===== config.mk =====
export PLATFORM = sky130hd
export DESIGN_NAME = timer_param_ctrl
export DESIGN_NICKNAME = d
export VERILOG_FILES = /design/src/rtl/timer_param_ctrl.sv
export SDC_FILE = /design/constraint.sdc
export NUM_CORES = 1
export LEC_CHECK = 0
export ABC_AREA = 1
export CAP_MARGIN = 20
export CORE_ASPECT_RATIO = 1.25
export CORE_MARGIN = 10
export CORE_UTILIZATION = 45
export CTS_BUF_LIST = sky130_fd_sc_hd__clkbuf_8
export DETAILED_ROUTE_END_ITERATION = 7
export PLACE_DENSITY_LB_ADDON = 0.12
export SLEW_MARGIN = 25
export SYNTH_ARGS = -nofsm -noshare
export SYNTH_HDL_FRONTEND = slang
export SYNTH_SLANG_ARGS = --single-unit

===== constraint.sdc =====
create_clock -name clk -period 1.88 [get_ports clk]
set_input_delay 0.376 -clock clk [delete_from_list [all_inputs] [get_ports clk]]
set_output_delay 0.376 -clock clk [all_outputs]
set_load 0.05 [all_outputs]

===== src/rtl/timer_param_ctrl.sv =====
// Programmable-interval countdown timer: four 4-bit second slots, a free-running
// CLK_HZ divider producing one_hz, and an IDLE/RUN controller with an expired pulse.
module timer_param_ctrl #(
    parameter int CLK_HZ      = 27000000,
    parameter int T_ARM       = 6,
    parameter int T_DRIVER    = 8,
    parameter int T_PASSENGER = 15,
    parameter int T_ALARM     = 10
) (
    input  logic       clk,
    input  logic       reset,
    input  logic       reprogram,
    input  logic [1:0] prog_sel,
    input  logic [3:0] prog_val,
    input  logic [1:0] interval,
    input  logic       start_timer,
    output logic       expired,
    output logic       busy,
    output logic [3:0] time_left,
    output logic       one_hz
);

    localparam int              CNT_W    = (CLK_HZ > 1) ? $clog2(CLK_HZ) : 1;
    localparam logic [CNT_W-1:0] CNT_LAST = CNT_W'(CLK_HZ - 1);

    typedef enum logic {
        IDLE = 1'b0,
        RUN  = 1'b1
    } state_t;

    state_t           state;
    logic [CNT_W-1:0] div_cnt;
    logic [3:0]       slot [4];
    logic [3:0]       load_val;
    logic             start_ok;

    // A start only counts when it is not overridden by a same-edge reprogram.
    assign start_ok = start_timer && !reprogram;
    assign load_val = slot[interval];
    assign one_hz   = (div_cnt == CNT_LAST);
    assign busy     = (state == RUN);

    // Divider: free-running, realigned on every accepted start so the first
    // decrement lands exactly CLK_HZ edges after the start edge.
    always_ff @(posedge clk) begin
        if (reset) begin
            div_cnt <= '0;
        end else if (start_ok || one_hz) begin
            div_cnt <= '0;
        end else begin
            div_cnt <= div_cnt + 1'b1;
        end
    end

    always_ff @(posedge clk) begin
        if (reset) begin
            slot[0] <= 4'(T_ARM);
            slot[1] <= 4'(T_DRIVER);
            slot[2] <= 4'(T_PASSENGER);
            slot[3] <= 4'(T_ALARM);
        end else if (reprogram) begin
            slot[prog_sel] <= prog_val;
        end
    end

    always_ff @(posedge clk) begin
        if (reset) begin
            state     <= IDLE;
            time_left <= 4'd0;
            expired   <= 1'b0;
        end else begin
            expired <= 1'b0;
            if (reprogram) begin
                state     <= IDLE;
                time_left <= 4'd0;
            end else if (start_timer) begin
                // Load uses the pre-edge slot contents; a zero interval expires at once.
                time_left <= load_val;
                if (load_val == 4'd0) begin
                    state   <= IDLE;
                    expired <= 1'b1;
                end else begin
                    state <= RUN;
                end
            end else if (state == RUN && one_hz) begin
                if (time_left > 4'd1) begin
                    time_left <= time_left - 4'd1;
                end else begin
                    time_left <= 4'd0;
                    state     <= IDLE;
                    expired   <= 1'b1;
                end
            end
        end
    end

endmodule


==> qor.yml <==
die:
  fp.dieArea_um2: 8790
  start_util_pct: 47.4
  ioPinCount: 19
  die_w_um: 85.9
  core-area_um2: 5150
  die_height_um: 102
  placementRows: 29
synthesis:
  ys_seq_elements: 47
  synth_top_flop_cell: "dfxtp_1"
  synth_fa_ha_area_share_pct: 1.54
  postSynthCellCount: 323
  yosys.area_share.simple_pct: 36.1
  postSynthAreaPerCell_um2: 7.55
  synth_compound_area_share_pct: 6.41
  synth_edf_count: 16
  synth_top_area_share_pct: 25.4
  async_flop_share_pct: 0
  ys_warn_count: 0
  ys_seq_area_share_pct: 45.1
  syn-cell-area_um2: 2440
  yosys-top-cells-area: "dfxtp_1, edfxtp_1, nand2_1"
  syn-num-nets: 338
  yosysUniqueCellTypes: 32
  synth_top_family_by_area: "simple AND/OR/NAND/NOR gates"
  synth_mux_area_share_pct: 0
  synth_xor_area_share_pct: 3.59
  yosys.area.top_type: "dfxtp_1"
detailed_routing:
  via_count: 2077
  drcViolationCount: 0
  drt_iter0_drc: 95
  dr.pass1.iters: 4
  ant_nets: 0
  drt_wl_total_um: 5350
  post_drt_wl_per_cell_um: 12.7
  vias_per_cell: 4.91
clock_network:
  cts-root-buf: "clkbuf_8"
  h-tree-depth: 2
  cts_num_sinks: 47
  post_cts_buffers: 0
  cts.reportedPaths.clkPinSlew_ns: 0.09
  cts_buffers: 5
  clock_path_buffers: 2
  cts_tree: "done"
  worstSkewPairLatency_ns: 0.30
grt:
  groute.usage.overall_pct: 12.6
  grt_max_degree: 26
  grt-ovfl-total: 0
  grt_pass1_vias: 2012
  antenna_found_initial: 0
  grt_pass1_wl_um: 9140
timing:
  drv_slew: 0
  fin_skew_ns: 0.00575
  slew_headroom_pct: 52.7
  worstMarginPinSlew_ns: 0.706
  finalSetupViolations: 1
  min_period_over_period_pct: 102
  rsz0062_at_grt: "yes"
  setup_slack_ns: -0.0442
  max_freq_mhz: 520
  min_period_ns: 1.92
  hold_viol: 0
  whs_ns: 0.488
placed_design:
  dp_hpwl_um: 4170
  place_area_um2: 2800
  routabilityCongestion: 0.825
  port_buffers: 18
power:
  ir_drop_uv: 424
  p_per_area_nw_per_um2: 650
  p_leak_nw: 1.13
final_layout:
  num-nets-final: 375
  register_area_um2: 1110
  multi_input_area_um2: 1200
  n_antenna_cell: 0
  area_growth_pct: 19.8
  final_layout_size_suffix_gt1_share_pct: 18.8
  design_area_um2: 2920
  fill_cells: 493
critical_path:
  critical_path_class: "reg2out"
  endpoint_kind: "output port"
  critPathMaxFanout: 6
  required_ns: 1.50
  crit_arrival_ns: 1.55
  worst_setup_path_start_kind: "flop"
outcome:
  outcome: "finished with violations"
  violations: "setup timing"
min_path:
  hold_class: "reg2reg"
run:
  cap_violations: 0
## layer usage
| layer | routed length (um) | track usage, % | vias up |
|---|---|---|---|
| met5 | 0 | 0 | - |
| met4 | 87 | 4.82 | 0 |
| met3 | 153 | 2.63 | 8 |
| met2 | 2840 | 23.3 | 25 |
| met1 | 2270 | 13.7 | 937 |
| li1 | - | - | 1107 |
## cell families (layout without fill, tap and decap cells)
family | after synthesis | in the layout
simple gates | 194 | 194
flops | 47 | 47
buf+inv | 43 | 81
compound gates | 26 | 26
xor+xnor | 10 | 10
fa+ha+maj | 3 | 3
## path summary, 6_finish.rpt
check / start / end / slack, ns / depth (start not counted)
max: div_cnt[1] / one_hz / -0.04 / 6
min: div_cnt[3] / div_cnt[3] / 0.49 / 2
max reg2reg: div_cnt[1] / div_cnt[14] / 0.16 / 9
min reg2reg: div_cnt[3] / div_cnt[3] / 0.49 / 2
## placed cells by master, fill, tap and decap left out, drive strengths merged, types with 2 or more instances in the layout
cell           instances
or2                    4
xor2                   6
o21ai                  6
clkbuf                 5
dfxtp                 31
nand3                 17
clkdlybuf4s50         12
inv                   40
nand2                 96
clkinvlp               2
edfxtp                16
nand4                  4
nor3b                  4
nor3                  11
o22ai                  4
xnor2                  4
a21oi                 13
nor2                  57
buf                   21
ha                     3
## Yosys cell counts, drive strengths merged (3+ instances only)
cell and number:
nand2 96, ha 3, o21ai 6, nor3b 4, xor2 6, nor2 57
nand3 17, edfxtp 16, a21oi 13, buf 3, inv 40, o22ai 4
xnor2 4, nor3 11, dfxtp 31, nand4 4, or2 4
## report_power, final
group / internal (W) / switching [W] / leakage [nW] / total (W)
clock network: 0.000259 / 0.000340 / 0.0402 / 0.000599
registers: 0.00109 / 0.0000181 / 0.413 / 0.00111
logic: 0.0000788 / 0.000116 / 0.673 / 0.000195
## critical path: stages, from the launching register on
cell	delay, ns
dfxtp_2	0.36
ha_4	0.14
nand2_2	0.07
nor2_4	0.12
inv_4	0.06
nor4_4	0.32
buf_12	0.18
## layout make-up
cell class | count | area share, %
Clock buffer | 5 | 2.35
Clock inverter | 3 | 0.685
Inverter | 40 | 5.22
Multi-Input combinational cell | 233 | 41.1
Sequential cell | 47 | 38.1
Tap cell | 62 | 2.65
Timing Repair Buffer | 33 | 9.93
## sequential cells by signal, indices dropped and copies added (netlist names)
signal and cells:
div_cnt 25, slot 16, time_left 4, busy 1
expired 1
## metrics by stage
step,util (%),TNS (ns),setup slack [ns],cells,total power (W)
6_report,56.8,-0.0442,-0.0442,423,0.00190
5_1_grt,56.8,-0.0978,-0.0978,423,0.00200
4_1_cts,56.6,-0.0594,-0.0594,423,0.00192
3_5_place_dp,54.3,-1.14,-0.0983,415,0.00132
3_3_place_gp,54.3,-0.632,-0.0610,415,0.00132
2_1_floorplan,-,0,0.00414,323,0.00124
## repair_timing
action | in CTS | in global routing
gates cloned | 0 | 0
resized for setup | 15 | 5
hold buffers | 0 | 0
hold endpoints to repair | 0 | 0
pin swaps | 2 | 0
setup endpoints to repair | 1 | 9
Note: power is estimated with default switching activity, not from simulation.
